$ cat src/rtl/wb_ctrl.sv
// Writeback controller: merges in-order MEM results with buffered long-latency
// results onto the register-file write port and tracks pending long-latency writes.
module wb_ctrl #(
    parameter int DEPTH  = 4,
    parameter int ADDR_W = 5,
    parameter int DATA_W = 32
) (
    input  logic              clk_100MHz,
    input  logic              arst,
    input  logic              mem_w_ena_i,
    input  logic [ADDR_W-1:0] mem_w_addr_i,
    input  logic [DATA_W-1:0] mem_w_data_i,
    input  logic              lu_valid_i,
    input  logic [ADDR_W-1:0] lu_addr_i,
    input  logic [DATA_W-1:0] lu_data_i,
    output logic              lu_ready_o,
    input  logic              lu_issue_i,
    input  logic [ADDR_W-1:0] lu_issue_addr_i,
    input  logic [ADDR_W-1:0] id_rs1_addr_i,
    input  logic [ADDR_W-1:0] id_rs2_addr_i,
    input  logic [ADDR_W-1:0] id_rd_addr_i,
    output logic              stall_o,
    output logic              w_ena_o,
    output logic [ADDR_W-1:0] w_addr_o,
    output logic [DATA_W-1:0] w_data_o,
    output logic              busy_o
);

    localparam int PTR_W = (DEPTH > 1) ? $clog2(DEPTH) : 1;
    localparam int CNT_W = PTR_W + 1;
    localparam int NREG  = 1 << ADDR_W;

    localparam logic [PTR_W-1:0]  PTR_ONE  = PTR_W'(1);
    localparam logic [CNT_W-1:0]  CNT_ONE  = CNT_W'(1);
    localparam logic [CNT_W-1:0]  CNT_FULL = CNT_W'(DEPTH);
    localparam logic [CNT_W-1:0]  CNT_ZERO = {CNT_W{1'b0}};
    localparam logic [ADDR_W-1:0] X0       = {ADDR_W{1'b0}};
    localparam logic [NREG-1:0]   ONE_HOT0 = {{(NREG-1){1'b0}}, 1'b1};

    logic [ADDR_W-1:0] r_fifo_addr [DEPTH];
    logic [DATA_W-1:0] r_fifo_data [DEPTH];
    logic [PTR_W-1:0]  r_wptr;
    logic [PTR_W-1:0]  r_rptr;
    logic [CNT_W-1:0]  r_count;
    logic [NREG-1:0]   r_busy;
    logic              r_w_ena;
    logic [ADDR_W-1:0] r_w_addr;
    logic [DATA_W-1:0] r_w_data;

    logic              w_full;
    logic              w_empty;
    logic              w_push;
    logic              w_pop;
    logic [ADDR_W-1:0] w_head_addr;
    logic [DATA_W-1:0] w_head_data;
    logic [NREG-1:0]   w_clr_mask;
    logic [NREG-1:0]   w_set_mask;
    logic [NREG-1:0]   w_busy_nxt;
    logic              w_sel_ena;
    logic [ADDR_W-1:0] w_sel_addr;
    logic [DATA_W-1:0] w_sel_data;
    logic              w_rs1_busy;
    logic              w_rs2_busy;
    logic              w_rd_busy;

    assign w_full      = (r_count == CNT_FULL);
    assign w_empty     = (r_count == CNT_ZERO);
    // Ready is held low while reset is applied so every output reads 0 in reset.
    assign lu_ready_o  = ~arst & ~w_full;
    assign w_push      = lu_valid_i & ~w_full;
    assign w_pop       = ~mem_w_ena_i & ~w_empty;
    assign w_head_addr = r_fifo_addr[r_rptr];
    assign w_head_data = r_fifo_data[r_rptr];

    // FIFO storage; contents are only meaningful below the occupancy count.
    always_ff @(posedge clk_100MHz) begin
        if (w_push) begin
            r_fifo_addr[r_wptr] <= lu_addr_i;
            r_fifo_data[r_wptr] <= lu_data_i;
        end
    end

    // FIFO pointers and occupancy.
    always_ff @(posedge clk_100MHz or posedge arst) begin
        if (arst) begin
            r_wptr  <= {PTR_W{1'b0}};
            r_rptr  <= {PTR_W{1'b0}};
            r_count <= CNT_ZERO;
        end else begin
            if (w_push) begin
                r_wptr <= r_wptr + PTR_ONE;
            end
            if (w_pop) begin
                r_rptr <= r_rptr + PTR_ONE;
            end
            case ({w_push, w_pop})
                2'b10:   r_count <= r_count + CNT_ONE;
                2'b01:   r_count <= r_count - CNT_ONE;
                default: r_count <= r_count;
            endcase
        end
    end

    // Scoreboard next state: set applied after clear so a same-cycle set wins.
    always_comb begin
        w_clr_mask = (w_pop && (w_head_addr != X0)) ? (ONE_HOT0 << w_head_addr) : {NREG{1'b0}};
        w_set_mask = (lu_issue_i && (lu_issue_addr_i != X0)) ? (ONE_HOT0 << lu_issue_addr_i) : {NREG{1'b0}};
        w_busy_nxt = (r_busy & ~w_clr_mask) | w_set_mask;
    end

    // Scoreboard register.
    always_ff @(posedge clk_100MHz or posedge arst) begin
        if (arst) begin
            r_busy <= {NREG{1'b0}};
        end else begin
            r_busy <= w_busy_nxt;
        end
    end

    // Source select: pipeline first, FIFO head otherwise; writes to x0 are dropped.
    always_comb begin
        w_sel_ena  = 1'b0;
        w_sel_addr = r_w_addr;
        w_sel_data = r_w_data;
        if (mem_w_ena_i) begin
            if (mem_w_addr_i != X0) begin
                w_sel_ena  = 1'b1;
                w_sel_addr = mem_w_addr_i;
                w_sel_data = mem_w_data_i;
            end else begin
                w_sel_ena  = 1'b0;
            end
        end else if (w_pop) begin
            if (w_head_addr != X0) begin
                w_sel_ena  = 1'b1;
                w_sel_addr = w_head_addr;
                w_sel_data = w_head_data;
            end else begin
                w_sel_ena  = 1'b0;
            end
        end else begin
            w_sel_ena  = 1'b0;
        end
    end

    // Register-file write port register.
    always_ff @(posedge clk_100MHz or posedge arst) begin
        if (arst) begin
            r_w_ena  <= 1'b0;
            r_w_addr <= X0;
            r_w_data <= {DATA_W{1'b0}};
        end else begin
            r_w_ena  <= w_sel_ena;
            r_w_addr <= w_sel_addr;
            r_w_data <= w_sel_data;
        end
    end

    assign w_rs1_busy = (id_rs1_addr_i != X0) & r_busy[id_rs1_addr_i];
    assign w_rs2_busy = (id_rs2_addr_i != X0) & r_busy[id_rs2_addr_i];
    assign w_rd_busy  = (id_rd_addr_i  != X0) & r_busy[id_rd_addr_i];

    assign stall_o  = w_rs1_busy | w_rs2_busy | w_rd_busy;
    assign busy_o   = (|r_busy) | ~w_empty;
    assign w_ena_o  = r_w_ena;
    assign w_addr_o = r_w_addr;
    assign w_data_o = r_w_data;

endmodule
$ cat config.mk
export PLATFORM = sky130hd
export DESIGN_NAME = wb_ctrl
export DESIGN_NICKNAME = d
export VERILOG_FILES = /design/src/rtl/wb_ctrl.sv
export SDC_FILE = /design/constraint.sdc
export NUM_CORES = 1
export LEC_CHECK = 0
export CAP_MARGIN = 20
export CORE_MARGIN = 1
export CORE_UTILIZATION = 51
export DETAILED_ROUTE_END_ITERATION = 7
export HOLD_SLACK_MARGIN = 0.12
export PLACE_DENSITY_LB_ADDON = 0.12
export SLEW_MARGIN = 20
export SYNTH_ARGS = -nofsm -noshare
export SYNTH_HDL_FRONTEND = slang
export SYNTH_SLANG_ARGS = --single-unit
export TNS_END_PERCENT = 5
$ cat constraint.sdc
create_clock -name clk_100MHz -period 4.75 [get_ports clk_100MHz]
set_input_delay 0.95 -clock clk_100MHz [delete_from_list [all_inputs] [get_ports clk_100MHz]]
set_output_delay 0.95 -clock clk_100MHz [all_outputs]
set_load 0.02 [all_outputs]
Yosys cells after proc, flatten, opt, wreduce, memory -nomap -nowiden. Memory sizes are Yosys's and may differ from the RTL's. Index checks and enable logic that the tools add are counted.

Register bits after elaboration: 77. RAM bits: 148. Word-level logic and storage cells: 75. Memories: 2.

Add/sub/neg operators: 4. Magnitude comparators: 3. Eq/ne operators: 4. Shift-type cells: 2. Muxes and demuxes: 23. Bitwise gates (word level): 16. Reduce and logical (&&, ||, !) cells: 14.

Memories: r_fifo_data (depth 4, bits a word 32, read ports 1, clocked after Yosys merged registers in 0, write ports 1, line 41) `logic [DATA_W-1:0] r_fifo_data [DEPTH];`; r_fifo_addr (depth 4, bits a word 5, read ports 1, clocked after Yosys merged registers in 0, write ports 1, line 40) `logic [ADDR_W-1:0] r_fifo_addr [DEPTH];`.

Operators by type and width (count): 32-bit 2-to-1 mux (6); 1-bit by 5-bit << shifter with 32-bit output, first input constant (2); 32-bit bitwise AND (1); 32-bit inverter (1); 32-bit OR (1); 32-bit OR reduction (1); 5-bit nonzero test (6); 5-bit 2-to-1 mux (4); 5-bit by 6-bit < comparator with 1-bit output, second input constant (3); 1-bit binary-select mux with 5-bit select (3); 1-bit 2-to-1 mux (9); 1-bit bitwise AND (6); 3-bit one-hot mux with 2 select lines (1); 2-bit nonzero test (3); 2-bit by 1-bit adder with 2-bit output, second input constant (2); 1-bit inverter (4); 3-bit by 1-bit adder with 3-bit output, second input constant (1); 3-bit equality test, second input constant (1); 3-bit logical NOT (1); 1-bit OR (3); 3-bit AND reduction (1); 3-bit by 1-bit subtractor with 3-bit output, second input constant (1); 2-bit by 1-bit equality test with 1-bit output, second input constant (1); 2-bit equality test, second input constant (1); other kinds (2) (3).

Depth between registers and ports, before layout.
Depth after elaboration: 8. Mapped depth: 9. Depth with buffers taken out: 9.

Least setup slack after synthesis. No wires, ideal clock.

Path kind: input to output. From: input port id_rs1_addr_i[0]. To: output port stall_o. Arrival time: 2679 ps. Required time: 3800 ps. Setup slack: 1121 ps. Cell stages on the path: 5. Cell sequence: clkbuf_1 -> mux4_2 -> mux4_2 -> mux2i_1 -> nand4_1.

Cells in the longest elaborated chain, start to end: 5. Elaborated cells between the ends (all ways): 6. Those cells by class: mux (2); bitwise (3); reduce/logical (1).

RTL lines: start: declaration (line 19) `input logic [ADDR_W-1:0] id_rs1_addr_i,`; 1-bit binary-select mux with 5-bit select (line 159) `assign w_rs1_busy = (id_rs1_addr_i != X0) & r_busy[id_rs1_addr_i];`; 1-bit 2-to-1 mux (not written as such) (line 159); 1-bit bitwise AND (*) (line 159); 1-bit OR (*) (2 in series) (line 163) `assign stall_o = w_rs1_busy | w_rs2_busy | w_rd_busy;`; end: declaration (line 22) `output logic stall_o,`.

Mark *: on every way between the ends. The rest lies on a longest branch, timed or not. The select of a mux whose other input is x is not followed.

Worst setup path in the final report. Ends and elaborated chain as after synthesis.

==> results.txt <==
status = complete, no violations
synth warn = 0
multi-input logic area = 0.00335 sq mm
Remaining DRCs = 0
Die Wd = 141 microns
clock-pin transition on the worst setup and hold timing paths = 0.06 ns
worst min path class = reg2reg
WP data required = 3.80 ns
post-synthesis sequential area ratio = 64.6%
DRT iter0 DRCs = 260
# port buffers = 139
Die Span Y = 141 microns
RSZ-0062 raised after global routing = false
mapped cell area = 0.00987 sq mm
hpwl dp = 14500 microns
global route overflow = 0
row count = 50
GPL Wtd Cong = 0.926
CP max FO = 7
Hold Crit Depth = 0
drt via density = 5.71
clock tree sinks = 225
share of layout cells above drive strength 1 = 25.9%
Post-Syn Instances = 570
met2 GRT Util = 39.9%
Slew headroom = 30.2%
worst-skew pair later-pin latency = 0.52 ns
P&R area growth vs syn = 24.5%
Synth cell types = 43
initial antenna violation count = 0
WL/cell = 21.7 microns
CTS tree = done
Ports = 140
leakage = 4.38 nW
final core utilization = 65.2%
Synth Register Bits = 225
Final Cycle Share = 94.6%
first-pass GRT wire length = 34200 microns
Design Area, Final = 0.0123 sq mm
GR met3 Demand/Resource = 3.94%
Worst R2R Start = r_rptr[0]$_DFFE_PP0P_
syn nets = 675
worst vdd ir = 364 uV
f_max = 223 MHz
router iterations before antenna repair = 4
Worst Setup Start Kind = input port
Final Slew Violations = 0
Worst R2R Path Depth = 6
Final Hold Viols = 0
GRT Total Usage = 22.7%
routed via count = 5672
post-route setup TNS = 0 ns
max cap viols = 0
gr busiest metal = met2
power per cell area = 601 mW/mm^2
largest net degree at the start of global routing = 50
Starting Density = 52.4%
hold_ws = 0.382 ns
Setup Fix Bufs, Post-CTS = 0
CP Capture Type = primary output
syn avg cell area = 17.3 sq um
Clock Path Buffers = 3
critical path arrival = 3.54 ns
NumNets Final = 821
Sequential Area = 0.00637 sq mm
Worst-Margin Slew = 1.05 ns
WL final = 21600 microns
Antenna Nets Post-Route = 0
CTS resizes = 0
CTS Hold Buffers Added = 0
layout filler cell count = 1356
core area = 0.0188 sq mm
total power draw = 7.39 mW
Num CTS Buffers = 24
H-tree depth = 1
Critical Path Source = id_rs1_addr_i[0]
vias in the first global route = 6181
Hold Startpoint = r_busy[0]$_DFF_PP0_
post-layout min period = 4.49 ns
DIE AREA = 0.0199 sq mm
Post-DP Area = 0.0115 sq mm
Setup-failing EPs final = 0
Root Buffer = clkbuf_16
antenna cells = 0
met1 usage = 29.0%
Crit Path Class = in2out
Final Skew = 0.0169 ns
## cells in the mapped netlist (all sizes together)
cell / n / area share [%]
nand3: 5 / 0.25
and2: 4 / 0.25
nor2b: 4 / 0.25
or2: 3 / 0.19
nor4: 10 / 0.63
nand2: 12 / 0.46
mux2i: 12 / 1.2
and4b: 1 / 0.10
nand2b: 9 / 0.57
inv: 10 / 0.38
fa: 1 / 0.20
o22a: 1 / 0.089
edfxtp: 148 / 45
nand4: 5 / 0.32
dfrtp: 77 / 20
nand3b: 6 / 0.46
mux4: 57 / 13
mux2: 76 / 9.4
or3: 1 / 0.11
ha: 5 / 0.63
nand4b: 3 / 0.27
a221oi: 2 / 0.18
xnor2: 4 / 0.36
nor3b: 2 / 0.15
nor4bb: 1 / 0.10
a311oi: 1 / 0.089
a211oi: 1 / 0.076
nor3: 2 / 0.15
a2111oi: 2 / 0.18
xor2: 2 / 0.18
o21ai: 65 / 3.3
buf: 10 / 0.70
clkbuf: 15 / 0.57
nor2: 9 / 0.34
a21oi: 1 / 0.051
and3: 1 / 0.063
or4: 1 / 0.076
a21boi: 1 / 0.076
## routing by layer
metal / vias up / part of all wire [%]
li1: 2566 / -
met3: 35 / 5.2
met1: 2883 / 41
met5: - / 0
met2: 188 / 52
met4: 0 / 1.8
## cells by family after synthesis
logic type,share of synthesized area (%)
flops,64.6
compound gates,4.03
simple gates,4.76
buf+inv,1.65
fa+ha+maj,0.837
xor+xnor,0.533
mux,23.6
## worst paths after layout
path	end	slack [ns]
worst max-delay path	stall_o	0.26
worst min-delay path	r_busy[0]$_DFF_PP0_	0.38
worst max register to register	w_data_o[20]$_DFFE_PP0P_	1.39
worst min register to register	r_busy[0]$_DFF_PP0_	0.38
max in group asynchronous	w_addr_o[0]$_DFFE_PP0P_	2.84
min in group asynchronous	w_data_o[31]$_DFFE_PP0P_	0.98
## registers in the layout, indices dropped and copies added (netlist names)
register,count
r_fifo_data,128
w_addr_o,5
r_fifo_addr,20
r_count,3
r_wptr,2
w_ena_o,1
w_data_o,32
r_busy,32
r_rptr,2
## through the flow
stage / setup WS [ns] / cells
4_1_cts: 0.224 / 994
2_1_floorplan: 1.12 / 570
3_3_place_gp: 0.253 / 950
5_1_grt: 0.131 / 994
3_5_place_dp: 0.228 / 950
6_report: 0.257 / 994
## where the power goes
part / internal (mW) / switching [mW] / total, mW / leakage [nW]
logic: 1.30 / 1.11 / 2.41 / 1.74
registers: 2.70 / 0.498 / 3.20 / 2.27
clock network: 1.04 / 0.741 / 1.78 / 0.375
## final cells by class
type / instances / area share (%)
Clock inverter: 12 / 0.845
Sequential cell: 225 / 51.9
Clock buffer: 32 / 5.38
Tap cell: 260 / 2.65
Multi-Input combinational cell: 310 / 27.3
Timing Repair Buffer: 145 / 11.7
Inverter: 10 / 0.316
## worst max-delay path, cell delays in order
cell	delay, ns
clkdlybuf4s50_1	0.73
mux4_2	0.56
mux4_2	0.48
mux2i_1	0.16
nand4_1	0.10
clkdlybuf4s50_1	0.56
## cell usage in the layout (no fill, tap or decap), types with 9 or more instances in the layout
cell type        netlist  final
nor2_1                 9      9
clkdlybuf4s50_1        0    138
mux4_2                57     57
edfxtp_1             148    148
nand2_1               12     12
mux2_2                57     57
o21ai_0               64     64
nand2b_1               9      9
mux2_4                19     19
clkbuf_16              0     24
nor4_1                10     10
inv_1                 10      9
dfrtp_1               77     75
mux2i_1               12     12
(Power assumes the default switching activity.)
